--- src/rtl/sharpen_pixel_packer.sv ---
// sharpen_pixel_packer
//
// Write side of the image-sharpening extension. It accepts sharpened 8-bit
// pixels over a valid/ready handshake, packs four of them little-endian into
// each 32-bit word, and writes the words to DLX data memory. Writes start at a
// programmed word address, and each write is held until the memory
// acknowledges it. A one-cycle DONE pulse reports completion to the DLX
// control unit.
//
// Ports
//   CLK        system clock, rising edge
//   RESET      asynchronous, active-high reset
//   START      one-cycle command, honoured only when idle
//   BASE_ADDR  first memory word address, latched on an accepted START
//   COUNT      number of pixels to write, latched on an accepted START
//   PIX_IN     sharpened pixel
//   PIX_VALID  PIX_IN is valid
//   PIX_READY  packer accepts a pixel this cycle
//   MEM_ADDR   word address of the current write
//   MEM_DATA   packed word (lane 0 = bits 7:0)
//   MEM_BE     byte enables, bit k covers bits 8k+7:8k
//   MEM_WE     write request, held until MEM_ACK
//   MEM_ACK    memory accepted the write this cycle
//   BUSY       transfer in progress (collecting or writing)
//   DONE       one-cycle completion pulse
module sharpen_pixel_packer #(
    parameter int PIX_W = 8,
    parameter int CNT_W = 16
) (
    input  logic             CLK,
    input  logic             RESET,
    input  logic             START,
    input  logic [31:0]      BASE_ADDR,
    input  logic [CNT_W-1:0] COUNT,
    input  logic [PIX_W-1:0] PIX_IN,
    input  logic             PIX_VALID,
    output logic             PIX_READY,
    output logic [31:0]      MEM_ADDR,
    output logic [31:0]      MEM_DATA,
    output logic [3:0]       MEM_BE,
    output logic             MEM_WE,
    input  logic             MEM_ACK,
    output logic             BUSY,
    output logic             DONE
);

    typedef enum logic [1:0] {
        S_IDLE    = 2'd0,
        S_COLLECT = 2'd1,
        S_WRITE   = 2'd2,
        S_FINISH  = 2'd3
    } state_t;

    state_t           state_q,  state_d;
    logic [31:0]      addr_q,   addr_d;
    logic [31:0]      data_q,   data_d;
    logic [3:0]       be_q,     be_d;
    logic [1:0]       lane_q,   lane_d;
    logic [CNT_W-1:0] remain_q, remain_d;

    always_ff @(posedge CLK or posedge RESET) begin
        if (RESET) begin
            state_q  <= S_IDLE;
            addr_q   <= '0;
            data_q   <= '0;
            be_q     <= '0;
            lane_q   <= '0;
            remain_q <= '0;
        end else begin
            state_q  <= state_d;
            addr_q   <= addr_d;
            data_q   <= data_d;
            be_q     <= be_d;
            lane_q   <= lane_d;
            remain_q <= remain_d;
        end
    end

    always_comb begin
        state_d  = state_q;
        addr_d   = addr_q;
        data_d   = data_q;
        be_d     = be_q;
        lane_d   = lane_q;
        remain_d = remain_q;

        unique case (state_q)
            S_IDLE: begin
                if (START) begin
                    addr_d   = BASE_ADDR;
                    remain_d = COUNT;
                    data_d   = '0;
                    be_d     = '0;
                    lane_d   = '0;
                    state_d  = (COUNT != '0) ? S_COLLECT : S_FINISH;
                end
            end

            S_COLLECT: begin
                if (PIX_VALID) begin
                    for (int k = 0; k < 4; k++) begin
                        if (lane_q == 2'(k)) begin
                            data_d[k*PIX_W +: PIX_W] = PIX_IN;
                            be_d[k]                  = 1'b1;
                        end
                    end
                    lane_d   = lane_q + 2'd1;
                    remain_d = remain_q - CNT_W'(1);
                    // Flush on a full word or on the final pixel; a short last
                    // word keeps its unfilled lanes at zero with BE cleared.
                    if (lane_q == 2'd3 || remain_q == CNT_W'(1)) begin
                        state_d = S_WRITE;
                    end
                end
            end

            S_WRITE: begin
                if (MEM_ACK) begin
                    addr_d  = addr_q + 32'd1;
                    data_d  = '0;
                    be_d    = '0;
                    lane_d  = '0;
                    state_d = (remain_q == '0) ? S_FINISH : S_COLLECT;
                end
            end

            S_FINISH: begin
                state_d = S_IDLE;
            end

            default: begin
                state_d = S_IDLE;
            end
        endcase
    end

    // Every output is either a register or a pure state decode, so the async
    // reset zeroes them immediately and no input reaches an output directly.
    assign PIX_READY = (state_q == S_COLLECT);
    assign MEM_WE    = (state_q == S_WRITE);
    assign BUSY      = (state_q == S_COLLECT) || (state_q == S_WRITE);
    assign DONE      = (state_q == S_FINISH);
    assign MEM_ADDR  = addr_q;
    assign MEM_DATA  = data_q;
    assign MEM_BE    = be_q;

endmodule

--- config.mk ---
export PLATFORM = sky130hd
export DESIGN_NAME = sharpen_pixel_packer
export DESIGN_NICKNAME = d
export VERILOG_FILES = /design/src/rtl/sharpen_pixel_packer.sv
export SDC_FILE = /design/constraint.sdc
export NUM_CORES = 1
export LEC_CHECK = 0
export ABC_AREA = 1
export CAP_MARGIN = 30
export CORE_AREA = 2 2 108 110
export CTS_BUF_LIST = sky130_fd_sc_hd__clkbuf_4 sky130_fd_sc_hd__clkbuf_8
export DETAILED_ROUTE_END_ITERATION = 6
export DIE_AREA = 0 0 110 112
export GPL_TIMING_DRIVEN = 0
export PLACE_DENSITY = 0.79
export SYNTH_ARGS = -nofsm -noshare
export SYNTH_HDL_FRONTEND = slang
export SYNTH_SLANG_ARGS = --single-unit
--- constraint.sdc ---
create_clock -name CLK -period 7.15 [get_ports CLK]
set_input_delay 1.43 -clock CLK [delete_from_list [all_inputs] [get_ports CLK]]
set_output_delay 1.43 -clock CLK [all_outputs]
set_load 0.01 [all_outputs]
# Word level (Yosys, flattened, before mapping)
# Index checks and enable logic that the tools add are counted.
# word_totals
out_inout_bits,72
reg_bits,88
word_cells,80
# op_classes
addsub,3
n_eq_ne,15
muxes,33
n_reduce_logical,17
# op_table
operator,count
$mux 32,5
$pmux 32 s3,1
$pmux 32 s2,1
$add 32x1->32 const B,1
$mux 16,2
$mux 8,4
$pmux 16 s2,1
$reduce_and 5->1,4
$mux 2,9
$eq 16x1->1 const B,1
$logic_not 16->1,1
$reduce_bool 16->1,1
$sub 16x1->16 const B,1
$mux 4,3
$ne 2x1->1 const B,6
$pmux 4 s3,1
$eq 2x2->1 const B,4
$pmux 2 s4,1
$reduce_and 4->1,2
$pmux 2 s3,1
$reduce_and 3->1,2
$eq 2x1->1 const B,2
$logic_not 2->1,2
$mux 1,4
other kinds (5),8

# Longest topological paths before layout
# depth
ltp_word,5
ltp_mapped,12
ltp_nobuf,11

# Worst setup path before layout
# OpenSTA, ideal clock, no wires.
# synth_path
path_kind,input port to flip-flop
from,in MEM_ACK
to,reg data_q[0] (netlist: MEM_DATA[0])
cell_stages,10
t_required_ns,7.028
slack_ns,4.739
setup_time_ns,0.122
path_buffers,1
arrival_ns,2.288
path_cell_list,inv_1 -> nand2_2 -> inv_1 -> nor2_1 -> nand2_2 -> nor2_4 -> nor2_4 -> buf_6 -> nand2_1 -> o21ai_1
# synth_between
elab_chain_cells,2
# synth_rtl
item,line,source
start: declaration,42,"input logic MEM_ACK,"
$ne 2x1->1 (no source line),--,
$reduce_and 5->1 (no source line),--,
end signal: assignment,72,data_q <= data_d;
end: declaration,56,"logic [31:0] data_q, data_d;"
# No other way between the ends.
# A chain may end at the register's enable or synchronous reset.

# Worst setup path in the final report
# layout_path
from,reg state_q[1]
to,out PIX_READY
# layout_between
elab_chain_cells,1
# layout_rtl
item,line,source
start: declaration,54,"state_t state_q, state_d;"
start signal: assignment,70,state_q <= state_d;
$eq 2x1->1,139,assign PIX_READY = (state_q == S_COLLECT);
end: declaration,37,"output logic PIX_READY,"
# No other way between the ends.

==> impl_results.md <==
- Worst Path Required: 5720 ps
- Routed Antenna Nets: 0
- Ports placed on the boundary: 133
- Worst Path Max Fanout: 5
- Post-synth cell types: 35
- PwrDens: 440 nW/um^2
- Internal power: 1.64 mW
- Gate power share: 0.579
- Inserted Diodes: 0
- Clock Sinks: 88
- Post-cts resize count: 0
- Switching pwr: 1.50 mW
- Upper clock frequency limit: 0.303 GHz
- Post-Route Skew: 9.02 ps
- Final WL: 16100 um
- Yosys top cell area share: 0.407
- Synthesized cell area: 5420 sq um
- EDFF count, synth: 0
- Drc violations: 0
- Htree depth: 3
- Clock share of power: 0.105
- Syn avg cell area: 6.68 sq um
- Max Transition Viols Final: 0
- FF-to-FF End: MEM_DATA[30]
- Worst Path Arrival: 1870 ps
- Non-filler cells, final: 1102
- Placed cell count: 1087
- R2R Setup Slk: 4960 ps
- # setup viols final: 0
- Number of buffers created by CTS: 9
- Setup TNS: 0 ps
- Synth cell count leaders: nand2_1, nor2_1, dfrtp_1
- CP endpoint kind: output pin
- Cts hold-fix bufs: 0
- Sw frac: 0.478
- NumNets Final: 1028
- IO buf count: 132
- Critical path startpoint: state_q[1]
- Synth area leader: dfrtp_1
- Vias in the first global route: 5218
- Synth Warn #: 0
- Filler Cell Count: 1015
- Die ar.: 12300 sq um
- Crit path to: PIX_READY
- Sequential element share of the synthesized area: 0.407
- Setup bufs post-CTS: 0
- Cells after synthesis: 811
- Gp weighted congestion: 0.979
- Clk Latency, worst-skew pair: 380 ps
- Maximum clock path buffer count: 2
- HP Class: reg2reg
- First-pass GRT wire length: 26200 um
- Die X: 110 um
- Flop pwr share: 0.316
- Dominant cells by area after synthesis: dfrtp_1, nand2_1, nor2_1
- CTS tree: built
- Syn_nets: 884
- Initial drt markers: 351
- Fin crit share: 0.462
- Synth Register Bits: 88
- All-Layer GR Usage: 0.274
- Final hold violation count: 0
- Final HPWL DP: 12300 um
- Area Overhead vs Synth: 31.5%
- Slew HR: 0.576
- Number of max-cap violations: 0
- Max VDD drop: 0.227 mV
- Rows: 39
- Vias per inst: 5.12
- Worst R2R Start: state_q[1]
- Share of layout cells above drive strength 1: 0.0469
- Reg clk slew, reported paths: 90 ps
- Detailed Routing Iterations Pass 1: 7
- Hold Slack: 495 ps
- Routed WL per cell: 14.6 um
- GR Overflow Total: 0
- P_leak: 3.28 nW
- Status: completed
- Die extent in y: 112 um
- CORE AREA: 11200 sq um
- Worst-Margin Slew: 636 ps
- Initial antenna violation count: 0
- Startpoint Class: flip-flop
- Count leader, synth: nand2_1
- Tmin final: 3300 ps
- Asr flop ratio synth: 1.00
- CTS Root Cell: clkbuf_8
- Main flop type after synthesis: dfrtp_1
- RSZ-0062 raised after global routing: no
- Starting Density: 0.485
- Critical path class: reg2out
- Worst Reg-to-Reg Cells: 6
- Vias: 5646
- Largest net degree at the start of global routing: 73
-- critical path, stage by stage (launching register included) --
cell and delay (ps):
dfrtp_1 430, inv_1 120, ha_1 340, clkdlybuf4s50_1 600
-- through the flow --
step	setup slack, ps	power (mW)	utilization	instance area (sq um)
2_1_floorplan	3440	2.03	-	5420
4_1_cts	3860	3.13	0.637	7120
6_report	3850	3.13	0.637	7120
3_5_place_dp	4050	2.80	0.622	6950
5_1_grt	3750	3.41	0.637	7120
3_3_place_gp	2050	2.76	0.619	6920
-- routing by layer --
| layer | up-vias | global-route usage | wire, um |
|---|---|---|---|
| li1 | 2843 | - | - |
| met1 | 2583 | 0.375 | 7100 |
| met2 | 203 | 0.443 | 7590 |
| met3 | 17 | 0.0433 | 1150 |
| met4 | 0 | 0.0861 | 243 |
| met5 | - | 0 | 0 |
-- cell families (layout without fill, tap and decap cells) --
kind of cell,Yosys count,in the layout,share of synthesized area
AOI/OAI and AO/OA,124,124,0.120
xor gates and xnor gates,2,2,0.00324
DFF,88,88,0.407
adders and majority gates,12,12,0.0277
and+or+nand+nor,471,471,0.354
buffers and inverters,114,262,0.0878
-- flip-flops by register name, summed over array words and instances (netlist names) --
name      flops
MEM_ADDR     32
remain_q     16
MEM_BE        4
lane_q        2
state_q       2
MEM_DATA     32
-- cells in the final DEF (no fill, tap or decap), types with 2 or more instances in the layout --
master and count:
nand2_1 276, clkdlybuf4s50_1 132, nor2_1 124, dfrtp_1 88
inv_1 85, o21ai_0 53, nand3_1 50, a21oi_1 30
o21ai_1 26, ha_1 12, clkbuf_1 10, clkbuf_8 9
buf_2 8, nor2_4 7, o22ai_1 5, buf_6 4
inv_6 4, nand2_2 3, nand4_1 3, buf_1 2
nor3_1 2, buf_4 2, a22oi_1 2, xor2_1 2
nand3b_1 2, a21o_1 2, clkinvlp_4 2
-- power groups by stage --
stage / clock network, mW / registers (mW) / logic (mW)
2_1_floorplan: 0 / 1.01 / 1.02
3_3_place_gp: 0 / 0.983 / 1.78
3_5_place_dp: 0 / 0.989 / 1.81
4_1_cts: 0.333 / 0.981 / 1.82
5_1_grt: 0.358 / 1.02 / 2.03
6_report: 0.328 / 0.990 / 1.82
-- how the worst min path moves through the flow --
| stage | from | endpoint | cells past startpoint |
|---|---|---|---|
| 6_report | MEM_DATA[27] | MEM_DATA[27] | 2 |
| 5_1_grt | MEM_DATA[27] | MEM_DATA[27] | 2 |
| 4_1_cts | MEM_DATA[28] | MEM_DATA[28] | 2 |
| 3_5_place_dp | MEM_DATA[26] | MEM_DATA[26] | 2 |
| 3_3_place_gp | MEM_DATA[31] | MEM_DATA[31] | 2 |
| 2_1_floorplan | remain_q[13] | remain_q[13] | 2 |
-- area by class of cell --
type,count,area [sq um],area share
well taps,143,179,0.0251
clock inverters,6,50.0,0.00703
plain buffers,26,145,0.0204
repair buffers,133,1350,0.189
clock buffers,9,124,0.0174
flip-flops and latches,88,2200,0.309
inverters,88,333,0.0467
multi-input cells,609,2740,0.385
No activity file was read; power rests on OpenSTA's default activity.
==> variant 1: new RTL, same settings <==
Change the parameter `PIX_W` from 8 to 9.
--- a/src/rtl/sharpen_pixel_packer.sv
+++ b/src/rtl/sharpen_pixel_packer.sv
@@ -25,5 +25,5 @@
 //   DONE       one-cycle completion pulse
 module sharpen_pixel_packer #(
-    parameter int PIX_W = 8,
+    parameter int PIX_W = 9,
     parameter int CNT_W = 16
 ) (
Ports: changed (resized PIX_IN); port bits go from 133 to 134. The function was not compared with the original's and may differ.
==> variant 1 against the unedited design <==
  * Setup slack better by 0.034 ns
  * Power down 0.59%
  * Synthesized cell count increased by 0.49%
  * Cell area grew 0.35%
  * First-iteration DRC count fell by 22%
  * Non-clock buffer count grew 1
  * Global-route usage down 0.77 points
  * Sequential cell count is the same
  * Routed wire length decreased by 3.0%
  * Synthesized area is essentially flat
  * Largest power group unchanged
==> variant 1: results (changes against the unedited design) <==
CTS Root Cell: clkbuf_8
H-tree levels: 3 (unchanged)
Syn_nets: 889 (+0.57%)
Layout cells sized above 1: 4.87% (+0.18 points)
I/O Buffers: 133 (+0.76%)
Critical path peak fanout: 6 (+1)
DRT iter0 DRCs: 275 (-22%)
PostCTS Resize Cnt: 0 (unchanged)
GPL Wtd Cong: 0.969 (-0.98%)
Top area cells in the synthesized netlist: dfrtp_1, nand2_1, nor2_1
First-pass GRT wire length: 25700 µm (-2.0%)
Routed WL: 15600 µm (-3.0%)
Clk buf depth: 2 (unchanged)
Seq/Total Area, Yosys: 40.7% (about the same)
Number of global-route vias before repair: 5330 (+2.1%)
Clock skew: 0.0104 ns (+0.00134 ns)
Hold/Removal Path Class: register to register
Worst-skew pair later-pin latency: 0.37 ns
Clock transition at path regs: 0.10 ns
Max incr delay on CP: 0.62 ns (+0.02 ns)
Syn Area/Cell: 6.64 µm² (-0.51%)
Share of the synthesized area in the top cell type: 40.7% (about the same)
Final nets: 1034 (+0.58%)
Gr usage total: 26.7% (-0.77 points)
Hpwl dp: 11700 µm (-4.7%)
Synth cell count leaders: nand2_1, nor2_1, inv_1
Outcome: complete, no violations
Syn. warnings: 0 (unchanged)
Slew @ Worst Pin: 0.630 ns (-0.00520 ns)
Post-synth EDFFs: 0 (unchanged)
Largest net degree at the start of global routing: 50 (-32%)
WL/cell: 14.1 µm (-3.5%)
Post CTS Setup Buffer Count: 0 (unchanged)
Antenna cells: 0 (unchanged)
Predominant post-synthesis flop cell: dfrtp_1
Cell count after placement: 1092 (+0.46%)
Post-DR vias/cell: 5.09 (-0.66%)
Pleak: 3.33 nW (+1.3%)
Post-DP Area: 6950 µm² (+0.13%)
Arrival time worst endpoint: 1.84 ns (-0.03 ns)
Post-Place Worst Slack: 3.98 ns (-0.0769 ns)
CTS Buf Count: 9 (unchanged)
Critical-path top delay cell: clkdlybuf4s50_1
Antenna violations before repair: 0 (unchanged)
Async S/R FF share, synth: 100% (unchanged)
Sw Share: 47.7% (about the same)
Count of different cell masters after synthesis: 33 (-5.7%)
First-pass detailed-route iteration total: 5 (-2)
Peak VDD IR: 0.000250 V (+10%)
[variant 1: power by group through the flow]
stage	sequential (W)	clock [W]	combinational, W
3_3_place_gp	0.000981	0	0.00176
2_1_floorplan	0.00101	0	0.00101
5_1_grt	0.00101	0.000368	0.00201
3_5_place_dp	0.000981	0	0.00179
4_1_cts	0.000977	0.000352	0.00180
6_report	0.000984	0.000345	0.00179
[variant 1: layout make-up]
cell class | count | area, µm²
plain buffers | 26 | 134
clock buffers | 9 | 124
clock inverters | 7 | 66.3
fillers | 1058 | 4030
inverters | 91 | 344
multi-input cells | 610 | 2740
flip-flops and latches | 88 | 2200
well taps | 143 | 179
repair buffers | 134 | 1360
[variant 1: cells by family after synthesis]
kind of cell / count (synthesis) / synth area share, %
and+or+nand+nor: 473 / 35.7
AOI/OAI and AO/OA: 124 / 11.9
buffers and inverters: 117 / 8.78
DFF: 88 / 40.7
adders and majority gates: 12 / 2.77
xor gates and xnor gates: 1 / 0.162
[variant 1: worst max-delay path, delay by kind of cell, from the launching register on]
family | cells | cell delay [ns]
buf+inv | 2 | 0.73
flops | 1 | 0.43
fa+ha+maj | 1 | 0.30
[variant 1: worst paths after layout]
path / startpoint / end / slack, ns / depth (start not counted)
hold / removal: MEM_DATA[31] / MEM_DATA[31] / 0.50 / 2
setup / recovery: state_q[1] / PIX_READY / 3.88 / 3
max in group asynchronous: RESET / MEM_ADDR[1] / 5.07 / 3
setup reg to reg: state_q[1] / MEM_DATA[27] / 5.03 / 6
min in group asynchronous: RESET / MEM_DATA[25] / 1.43 / 2
hold reg to reg: MEM_DATA[31] / MEM_DATA[31] / 0.50 / 2
[variant 1: per-layer routing]
metal	global-route usage [%]	wire [µm]
met3	6.26	1290
met1	35.6	6620
met2	42.3	7260
met4	9.03	429
met5	0	0
==> variant 2: new RTL, same flow settings <==
Without the edit above. Re-encode `state_t` (4 states) as one-hot, 4 bits wide.
--- a/src/rtl/sharpen_pixel_packer.sv
+++ b/src/rtl/sharpen_pixel_packer.sv
@@ -45,9 +45,9 @@
 );
 
-    typedef enum logic [1:0] {
-        S_IDLE    = 2'd0,
-        S_COLLECT = 2'd1,
-        S_WRITE   = 2'd2,
-        S_FINISH  = 2'd3
+    typedef enum logic [3:0] {
+        S_IDLE    = 4'b0001,
+        S_COLLECT = 4'b0010,
+        S_WRITE   = 4'b0100,
+        S_FINISH  = 4'b1000
     } state_t;
 
Function: same outputs for any inputs over 4 cycles, from zero or initial values and one cycle with RESET high; so few cycles prove little.
==> variant 2 against the unedited design <==
  * Global-route usage decreased by 0.18 points
  * Sequential power decreased by 7.5%
  * Register-to-register slack improved by 0.27 ns
  * Utilization increased by 1.5 points
  * Power decreased by 12%
  * Routed wire length decreased by 1.0%
  * Clock power increased by 13%
  * Setup slack got worse by 0.47 ns
  * Non-clock buffer count unchanged
  * Sequential cell count increased by 2
  * Largest cell class unchanged
  * Die area unchanged
  * Cell area increased by 2.3%
  * Synthesized area increased by 2.5%
  * Sequential share of layout area about the same
==> variant 2: results (changes against the unedited design) <==
Outcome: complete, no violations
Share of the synthesized area in the top cell type: 40.1% (-0.56 points)
Worst-skew pair later-pin latency: 0.40 ns (+0.02 ns)
Hold Startpoint: MEM_DATA[14]
Number of fill cells: 1004 (-1.1%)
Slew @ Worst Pin: 0.603 ns (-0.0323 ns)
Flop2flop setup slack: 5.23 ns (+0.27 ns)
Hold path endpoint: MEM_DATA[14]
Layout cells sized above 1: 6.13% (+1.4 points)
Arrival time worst endpoint: 2.35 ns (+0.48 ns)
Syn_nets: 914 (+3.4%)
RR Startpoint: MEM_ADDR[0]
Final nets: 1058 (+2.9%)
Number of global-route vias before repair: 5618 (+7.7%)
DRT iter0 DRCs: 344 (-2.0%)
Clock skew: 0.0126 ns (+0.00354 ns)
Routed WL: 15900 µm (-1.0%)
Gr usage total: 27.2% (-0.18 points)
First-pass GRT wire length: 26400 µm (+0.79%)
Top area cells in the synthesized netlist: dfrtp_1, nand2_1, nor2_1
Synth cell count leaders: nand2_1, nor2_1, dfrtp_1
Peak VDD IR: 0.000225 V (-1.3%)
Largest net degree at the start of global routing: 71 (-2.7%)
Clock transition at path regs: 0.11 ns (+0.02 ns)
Post-Place Worst Slack: 3.77 ns (-0.284 ns)
Hpwl dp: 12000 µm (-2.5%)
GPL Wtd Cong: 0.964 (-1.5%)
First-pass detailed-route iteration total: 5 (-2)
Post-DP Area: 7080 µm² (+2.0%)
Seq/Total Area, Yosys: 40.6% (-0.084 points)
Worst r2r dst: MEM_ADDR[23]
## variant 2: cells by family after synthesis
group	share of synthesized area, %
simple gates	42.2
compound gates	6.69
xor+xnor	1.10
fa+ha+maj	1.58
flops	40.6
buf+inv	7.82
## variant 2: metrics by stage
step	hold slack (ns)	instances
floorplan	0.465	846
global placement	0.453	1121
detailed placement	0.458	1122
CTS	0.485	1138
global route	0.509	1138
finish	0.483	1138
## variant 2: routing by layer
metal | vias to the layer above | wire length, µm | global-route usage [%]
met5 | - | 0 | 0
met4 | 0 | 342 | 10.4
met3 | 25 | 1190 | 4.27
met2 | 204 | 7630 | 45.5
met1 | 2608 | 6760 | 35.2
li1 | 2952 | - | -
## variant 2: final cells by class
type | count | area, µm² | share of cell area, %
multi-input combinational | 652 | 2870 | 39.3
sequential | 90 | 2250 | 30.9
timing repair buffer | 133 | 1350 | 18.5
inverter | 78 | 295 | 4.05
tap | 143 | 179 | 2.46
buffer | 26 | 141 | 1.94
clock buffer | 9 | 124 | 1.70
clock inverter | 7 | 78.8 | 1.08
## variant 2: worst max path at each step
| stage | from | end | slack [ns] |
|---|---|---|---|
| after global routing | state_q[2] | MEM_WE | 3.25 |
| after CTS | state_q[0] | MEM_WE | 3.34 |
| final | state_q[0] | MEM_WE | 3.37 |
| after detailed placement | state_q[1] | MEM_WE | 3.77 |
| after global placement | RESET | remain_q[14] | 1.85 |
| after floorplan | RESET | MEM_ADDR[0] | 3.39 |
## variant 2: power by group
part	switching (W)	total [W]	internal, W
combinational	0.000886	0.00148	0.000595
sequential	0.000218	0.000916	0.000699
clock	0.000229	0.000370	0.000141
total	0.00133	0.00277	0.00143
## variant 2: worst max-delay path: cells and delay by family, from the launching register on
family                 cells  cell delay, ns
DFF                        1            0.41
buffers and inverters      4            1.19
and+or+nand+nor            2            0.33
